===== src/rtl/sum_capture_pkg.sv =====
// Shared constants for the adder sum capture buffer.
package sum_capture_pkg;
  localparam int unsigned SUM_W         = 33;
  localparam int unsigned CARRY_CNT_W   = 16;
  localparam int unsigned DEFAULT_DEPTH = 4;
  localparam logic [CARRY_CNT_W-1:0] CARRY_CNT_MAX = 16'hFFFF;
endpackage


===== src/rtl/sum_capture_mem.sv =====
// DEPTH x WIDTH register array: synchronous write, asynchronous read, no reset.
module sum_capture_mem #(
  parameter int unsigned DEPTH = 4,
  parameter int unsigned WIDTH = 33
) (
  input  logic                     clk,
  input  logic                     we,
  input  logic [$clog2(DEPTH)-1:0] waddr,
  input  logic [WIDTH-1:0]         wdata,
  input  logic [$clog2(DEPTH)-1:0] raddr,
  output logic [WIDTH-1:0]         rdata
);
  logic [WIDTH-1:0] mem [DEPTH];

  always_ff @(posedge clk) begin
    if (we) mem[waddr] <= wdata;
  end

  assign rdata = mem[raddr];
endmodule


===== src/rtl/sum_capture_fifo.sv =====
// Registered capture FIFO behind the 32-bit carry-select adder.
// Optional carry-out event counter enabled by `SUM_CAPTURE_CARRY_CNT_EN.
module sum_capture_fifo
  import sum_capture_pkg::*;
#(
  parameter int unsigned DEPTH = DEFAULT_DEPTH,
  parameter int unsigned WIDTH = SUM_W
) (
  input  logic                     clk,
  input  logic                     rst_n,
  input  logic                     in_valid,
  input  logic [WIDTH-1:0]         sum_in,
  output logic                     in_ready,
  output logic                     out_valid,
  output logic [WIDTH-1:0]         out_data,
  input  logic                     out_ready,
  output logic [$clog2(DEPTH):0]   count,
  output logic                     ovf,
  input  logic                     ovf_clr
`ifdef SUM_CAPTURE_CARRY_CNT_EN
  ,
  output logic [CARRY_CNT_W-1:0]   carry_cnt
`endif
);
  localparam int unsigned AW = $clog2(DEPTH);
  localparam int unsigned CW = AW + 1;
  localparam logic [CW-1:0] FULL_CNT = CW'(DEPTH);

  logic [AW-1:0]    wr_ptr, rd_ptr;
  logic [WIDTH-1:0] rdata;
  logic             push, pop;

  // Full/empty come from the registered count only, so no input reaches an output.
  assign in_ready  = (count != FULL_CNT);
  assign out_valid = (count != '0);
  assign out_data  = out_valid ? rdata : '0;

  assign push = in_valid && in_ready;
  assign pop  = out_valid && out_ready;

  sum_capture_mem #(
    .DEPTH(DEPTH),
    .WIDTH(WIDTH)
  ) u_mem (
    .clk  (clk),
    .we   (push),
    .waddr(wr_ptr),
    .wdata(sum_in),
    .raddr(rd_ptr),
    .rdata(rdata)
  );

  always_ff @(posedge clk or negedge rst_n) begin
    if (!rst_n) begin
      wr_ptr <= '0;
      rd_ptr <= '0;
      count  <= '0;
      ovf    <= 1'b0;
    end else begin
      if (push) wr_ptr <= wr_ptr + 1'b1;
      if (pop)  rd_ptr <= rd_ptr + 1'b1;
      case ({push, pop})
        2'b10:   count <= count + 1'b1;
        2'b01:   count <= count - 1'b1;
        default: count <= count;
      endcase
      // A drop in the same cycle as a clear keeps the flag set.
      if (in_valid && !in_ready) ovf <= 1'b1;
      else if (ovf_clr)          ovf <= 1'b0;
    end
  end

`ifdef SUM_CAPTURE_CARRY_CNT_EN
  always_ff @(posedge clk or negedge rst_n) begin
    if (!rst_n) begin
      carry_cnt <= '0;
    end else if (push && sum_in[WIDTH-1] && (carry_cnt != CARRY_CNT_MAX)) begin
      carry_cnt <= carry_cnt + 1'b1;
    end
  end
`endif
endmodule


===== config.mk =====
export PLATFORM = sky130hd
export DESIGN_NAME = sum_capture_fifo
export DESIGN_NICKNAME = d
export VERILOG_FILES = /design/src/rtl/sum_capture_pkg.sv /design/src/rtl/sum_capture_mem.sv /design/src/rtl/sum_capture_fifo.sv
export SDC_FILE = /design/constraint.sdc
export NUM_CORES = 1
export LEC_CHECK = 0
export CAP_MARGIN = 20
export CORE_MARGIN = 3
export CORE_UTILIZATION = 54
export CTS_CLUSTER_SIZE = 24
export DETAILED_ROUTE_END_ITERATION = 10
export PLACE_DENSITY_LB_ADDON = 0.12
export RECOVER_POWER = 100
export SKIP_CTS_REPAIR_TIMING = 1
export SLEW_MARGIN = 20
export SYNTH_ARGS = -nofsm -noshare
export SYNTH_HDL_FRONTEND = slang
export SYNTH_SLANG_ARGS = --single-unit

===== constraint.sdc =====
create_clock -name clk -period 2.45 [get_ports clk]
set_input_delay 0.3675 -clock clk [delete_from_list [all_inputs] [get_ports clk]]
set_output_delay 0.3675 -clock clk [all_outputs]
set_load 0.02 [all_outputs]

==> results.yml, run 1 <==
outcome:
  outcome: "finished with violations"
  violations: "setup timing"
critical_path:
  cp_cell_sequence: "buf_12 > buf_6 > buf_6 > buf_6 > mux4_2 > and2_1 > buf_2"
  timing.setup.critical_path_class: "flip-flop to output pin"
  critical_path.endpoint_type: "output pin"
  crit_path_max_fanout: 8
  cp_slowest_cell: "dfrtp_2"
  rr_startpoint: "count[0]"
  worst-endpoint-arrival_ns: 2.21
  cpLargestDelayFamily: "buffers and inverters"
  setup.worst_path.start: "rd_ptr[0]"
  critical_path_required_ns: 2.08
  cp_num_buf_inv: 5
  cell_occurring_most_often_along_the_worst_timing_path: "buf_6"
  critPathLaunchType: "flip-flop"
  crit_path_max_incr_delay_ns: 0.46
sta:
  whs_ns: 0.224
  max_slew.worst_pin.slew_ns: 0.683
  achievable-frequency_mhz: 388
  timing.final.max_slew_violations: 0
  hold_violations: 0
  setup_violations: 6
  finalCriticalPeriod_ns: 2.58
  timing.final.crit_share_pct: 105
  timing.setup.tns_ns: -0.393
  rsz0062_at_grt: "true"
  final.setup.worst_slack_ns: -0.126
  max-slew-margin-rel_pct: 54.5
  timing.clock.skew_ns: 0.00688
floorplanning:
  chipWidth_um: 107
  die_height_um: 107
  design.portCount: 77
  row_count: 36
  die_area_um2: 11400
  initial_core_util_pct: 55.9
  core_area_um2: 9820
placement:
  io_buffers: 76
  detailedPlacementHpwl_mm: 6.02
  gp_routability_congestion: 0.685
logic_synthesis:
  synthDominantAreaCellType: "edfxtp_1"
  synth_sequential_area_ratio_pct: 75.8
  yosysWarnings: 0
  netlist_area_um2: 5490
  synth_cell_types: 22
  synth_fp_nets: 297
  syn-instance-count: 253
  synth.top_cells.by_area: "edfxtp_1 72%, mux4_2 11%, and2_1 4.3%, dfrtp_1 3.6%, mux4_1 2.4%"
  synth_top_cell_area_share_pct: 72.2
  syn-mean-instance-area_um2: 21.7
  synth_seq_cells: 140
detailed_routing:
  route.final.wire_length_mm: 9.78
  drtIter0Drc: 133
  detail-route-antenna-nets: 0
  num_vias: 2671
  wl_per_cell_um: 19.0
  drt-pass1-iter-count: 4
  vias_per_cell: 5.20
  drcViolationCount: 0
global_route:
  pin_count_of_the_biggest_net_entering_global_routing: 24
  globalRoute.totalOverflow: 0
  grt_use_total_pct: 17.7
  grt_pass1_vias: 2819
  global_route_wire_length_before_repair_mm: 14.8
  antenna_found_initial: 1
cts:
  cts-buffers-inserted: 17
  clk_latency_worst_skew_pair_ns: 0.50
  tritoncts_clock_tree: "built"
  worst_setup_hold_path_clk_slew_ns: 0.06
  count_of_h_tree_levels_built_during_cts: 4
  buffers_from_clock_root_to_sink_at_most: 2
  cts_sink_cnt: 140
  ctsRootBufferMaster: "clkbuf_8"
power_and_ir_drop:
  cellPowerDensity_nw_per_um2: 1370
  peakVddDrop_v: 0.000730
  power_mw: 9.81
  p_leak_nw: 2.58
final_layout:
  n_antenna_cell: 0
  areaGrowthSynthToFinish_pct: 30.6
  layout-drive-gt1-share_pct: 37.0
  nNetsFinal: 412
  final_core_utilization_pct: 73.1
worst_hold_path:
  worst_hold_path_type: "input pin to asynchronous set/reset pin"
job:
  max-cap-violations: 0
==> placed cells by master (no fill, tap or decap), types with 4 or more instances in the layout <==
cell	instances
edfxtp_1	132
dlygate4sd3_1	38
mux4_2	33
and2_1	21
clkbuf_2	19
clkbuf_16	16
buf_6	15
and2_4	12
buf_4	12
inv_1	8
clkbuf_1	6
dfrtp_1	6
ha_1	5
buf_2	5
and2_2	4
bufinv_16	4
clkinvlp_4	4
clkdlybuf4s50_1	4
buf_12	4
buf_8	4
==> layer usage <==
| layer | GRT usage, % | wire length, µm | up-vias |
|---|---|---|---|
| li1 | - | - | 1228 |
| met1 | 22.1 | 3980 | 1362 |
| met2 | 30.7 | 5270 | 75 |
| met3 | 4.39 | 490 | 4 |
| met4 | 5.75 | 31 | 2 |
| met5 | 0 | 9 | - |
==> power by group <==
group | switching (mW) | internal (mW)
Sequential | 0.191 | 3.19
Combinational | 1.86 | 1.99
Clock | 0.929 | 1.66
==> Yosys cell counts, drive strengths merged <==
library cell and count:
nor3b 1, ha 5, nor2b 1, fa 1, edfxtp 132, clkbuf 4, mux4 33, mux2 1
dfrtp 8, nand2 2, and2 38, nand3 1, or3 1, buf 8, inv 8, xnor2 3
xor2 3, nor2 1, o21ai 2
==> kinds of logic (layout without fill, tap and decap cells) <==
group,after synthesis,after routing,synth area share (%)
flops,140,140,75.8
simple gates,45,45,4.99
mux,34,34,14.1
buf+inv,20,148,2.48
fa+ha+maj,6,6,1.50
xor+xnor,6,6,0.957
compound gates,2,2,0.182
==> final timing paths <==
path,slack [ns],cells past startpoint,to
worst max-delay path,-0.13,7,out_data[15]
worst min-delay path,0.22,1,count[0]
worst max register to register,0.27,9,count[2]
worst min register to register,0.52,1,count[2]
max in group asynchronous,1.92,1,rd_ptr[0]
min in group clk,0.44,2,ovf
==> worst reg2reg max path, delay by kind of cell (launching register included) <==
family | cells | cell delay (ns)
XOR/XNOR | 2 | 0.29
buffers and inverters | 2 | 0.27
adder cells (fa/ha/maj) | 2 | 0.39
AND/OR/NAND/NOR | 3 | 0.68
flip-flops | 1 | 0.43
==> through the flow <==
step	worst slack, ns	cells	cell area (µm²)
final	-0.126	514	7180
after CTS	-0.456	499	7120
after floorplan	0.221	253	5490
after global placement	0.118	467	6510
after detailed placement	0.103	467	6510
after global routing	-0.195	514	7180
==> flip-flops by register name, summed over array words and instances (netlist names) <==
signal     count
count          3
ovf            1
rd_ptr         2
u_mem.mem    132
wr_ptr         2
==> area by class of cell <==
| class | instances | area, µm² |
|---|---|---|
| Clock buffer | 19 | 422 |
| Clock inverter | 13 | 190 |
| Fill cell | 638 | 2640 |
| Inverter | 8 | 30.0 |
| Multi-Input combinational cell | 93 | 1210 |
| Sequential cell | 140 | 4170 |
| Tap cell | 133 | 166 |
| Timing Repair Buffer | 108 | 992 |
Power figures use the tool's default switching activity.
==> inputs of run 2 (changes only) <==
--- a/config.mk
+++ b/config.mk
@@ -5,14 +5,14 @@
 export SDC_FILE = /design/constraint.sdc
 export NUM_CORES = 1
 export LEC_CHECK = 0
+export ABC_CLOCK_PERIOD_IN_PS = 2450
 export CAP_MARGIN = 20
 export CORE_MARGIN = 3
 export CORE_UTILIZATION = 54
 export CTS_CLUSTER_SIZE = 24
 export DETAILED_ROUTE_END_ITERATION = 10
-export PLACE_DENSITY_LB_ADDON = 0.12
+export PLACE_DENSITY_LB_ADDON = 0.08
 export RECOVER_POWER = 100
-export SKIP_CTS_REPAIR_TIMING = 1
 export SLEW_MARGIN = 20
 export SYNTH_ARGS = -nofsm -noshare
 export SYNTH_HDL_FRONTEND = slang
==> run 2 against run 1 <==
The flow now finishes without violations; critical path depth down 2; global-route usage grew 1.9 points; clock skew hardly changed; sequential share of layout area up 0.96 points; maximum frequency is 7.3% higher; setup slack gained 0.18 ns; final area is 1.6% lower; hold slack worse by 0.0029 ns; wire length grew 4.3%; clock-buffer cell count stayed put; core utilization down 1.2 points; sequential cell count stayed put; critical endpoint is now out_data[16].
==> results.yml, run 2 (synthesized netlist as in run 1, its figures left out) <==
critical_path:
  r2r-end: "u_mem.mem[3][29]"
  critical_path.endpoint_type: "output pin"
  timing.setup.critical_path_class: "flip-flop to output pin"
  critical_path_required_ns: 2.08
  setup.reg_to_reg.worst_slack_ns: 0.21
  rr_startpoint: "count[2]"
  critPathLaunchType: "flip-flop"
  r2r.worst_path.cells: 5
  setup.worst_path.start: "rd_ptr[0]"
  worst-endpoint-arrival_ns: 2.03
  crit_path_max_fanout: 4
floorplanning:
  chipWidth_um: 107
  die_area_um2: 11400
  die_height_um: 107
  row_count: 36
  design.portCount: 77
  core_area_um2: 9820
  initial_core_util_pct: 55.9
cts:
  count_of_h_tree_levels_built_during_cts: 4
  cts-buffers-inserted: 17
  hold_buf_count_cts: 0
  cts_sink_cnt: 140
  buffers_from_clock_root_to_sink_at_most: 2
  clk_latency_worst_skew_pair_ns: 0.51
  worst_setup_hold_path_clk_slew_ns: 0.06
  tritoncts_clock_tree: "built"
  ctsRootBufferMaster: "clkbuf_8"
sta:
  timing.clock.skew_ns: 0.00649
  max_slew.worst_pin.slew_ns: 0.676
  timing.final.crit_share_pct: 98.0
  hold_violations: 0
  whs_ns: 0.222
  finalCriticalPeriod_ns: 2.40
  max-slew-margin-rel_pct: 54.9
  timing.setup.tns_ns: 0
  rsz0062_at_grt: "true"
  setup_violations: 0
  achievable-frequency_mhz: 417
  timing.final.max_slew_violations: 0
job:
  max-cap-violations: 0
detailed_routing:
  drtIter0Drc: 143
  vias_per_cell: 5.33
  drt-pass1-iter-count: 4
  route.final.wire_length_mm: 10.2
  drcViolationCount: 0
  wl_per_cell_um: 20.1
  num_vias: 2701
  detail-route-antenna-nets: 0
global_route:
  grt_use_total_pct: 19.6
  grt_pass1_vias: 3006
  globalRoute.totalOverflow: 0
  global_route_wire_length_before_repair_mm: 16.2
  antenna_found_initial: 1
  pin_count_of_the_biggest_net_entering_global_routing: 37
final_layout:
  most_common_cell_after_layout_fill_and_taps_aside: "edfxtp_1"
  layout.cells.most_common_list: "132 x edfxtp_1, 38 x dlygate4sd3_1, 32 x mux4_2, 27 x and2_1, 26 x buf_2"
  max_ffs_per_register: 132
  registers_with_the_highest_flip_flop_counts: "u_mem.mem (132), count (3)"
  n_fill_cell: 670
  largest_register: "u_mem.mem"
  final_core_utilization_pct: 71.9
  n_antenna_cell: 0
  nNetsFinal: 405
  areaGrowthSynthToFinish_pct: 28.5
  finish.cell_count_without_fillers: 507
  layout-drive-gt1-share_pct: 33.2
power_and_ir_drop:
  internal_dissipation_mw: 6.45
  seqPwrFrac_pct: 35.4
  total_switching_power_mw: 2.99
  swShare_pct: 31.6
  p_leak_nw: 2.49
  share_clk_of_total_power_pct: 25.0
  peakVddDrop_v: 0.000696
  cellPowerDensity_nw_per_um2: 1340
  combinationalPowerShare_pct: 39.6
outcome:
  outcome: "complete, no violations"
worst_hold_path:
  worst_hold_path_type: "input pin to asynchronous set/reset pin"
placement:
  io_buffers: 76
  gp_routability_congestion: 0.676
  placed_cells_incl_taps: 464
  detailedPlacementHpwl_mm: 5.96
run 2: worst max-delay path by stage:
stage,to,slack (ns),cells after the start
after global placement,out_data[0],0.22,4
after detailed placement,count[2],0.20,9
after CTS,out_data[29],-0.0004,5
final,out_data[16],0.05,5
after floorplan,u_mem.mem[2][0],0.22,3
after global routing,out_data[16],-0.006,5
run 2: through the flow:
step	power (mW)	cell area, µm²	setup WS (ns)
floorplan	5.62	5490	0.221
global placement	7.09	6530	0.218
detailed placement	7.17	6530	0.195
CTS	9.44	7080	-0.000365
global route	9.90	7060	-0.00646
finish	9.44	7060	0.0495
run 2: final cells by class:
type                            instances  area, µm²  share of cell area, %
Sequential cell                       140       4170                   59.0
Multi-Input combinational cell         93       1190                   16.9
Timing Repair Buffer                  101        957                   13.6
Clock buffer                           19        422                   5.97
Tap cell                              133        166                   2.36
Clock inverter                         13        125                   1.77
Inverter                                8       30.0                  0.425
run 2: metal layers:
layer  part of all wire [%]  vias up  GRT usage [%]  routed length, µm
li1                       -     1219              -                  -
met1                     42     1379           25.3               4260
met2                     52       89           32.3               5260
met3                    5.5       12           5.36                556
met4                    1.1        2           7.03                112
met5                   0.13        -              0                 13
run 2: power groups by stage:
stage,logic [mW],registers (mW),clock network [mW]
after floorplan,2.25,3.37,0
after detailed placement,3.79,3.38,0
after global placement,3.74,3.35,0
after global routing,4.02,3.39,2.49
after CTS,3.71,3.34,2.39
final,3.74,3.34,2.36
run 2: worst max-delay path: stages (launching register included):
cell and delay, ns:
dfrtp_2 0.42, buf_6 0.14, clkbuf_16 0.14, mux4_2 0.48, and2_1 0.18, buf_2 0.16
run 2: repair_timing:
action	4_1_cts	5_1_grt
pin swaps	0	1
gates cloned	1	1
endpoints found under the setup margin	34	26
setup buffers	8	2
endpoints found under the hold margin	0	0
resized for setup	126	37
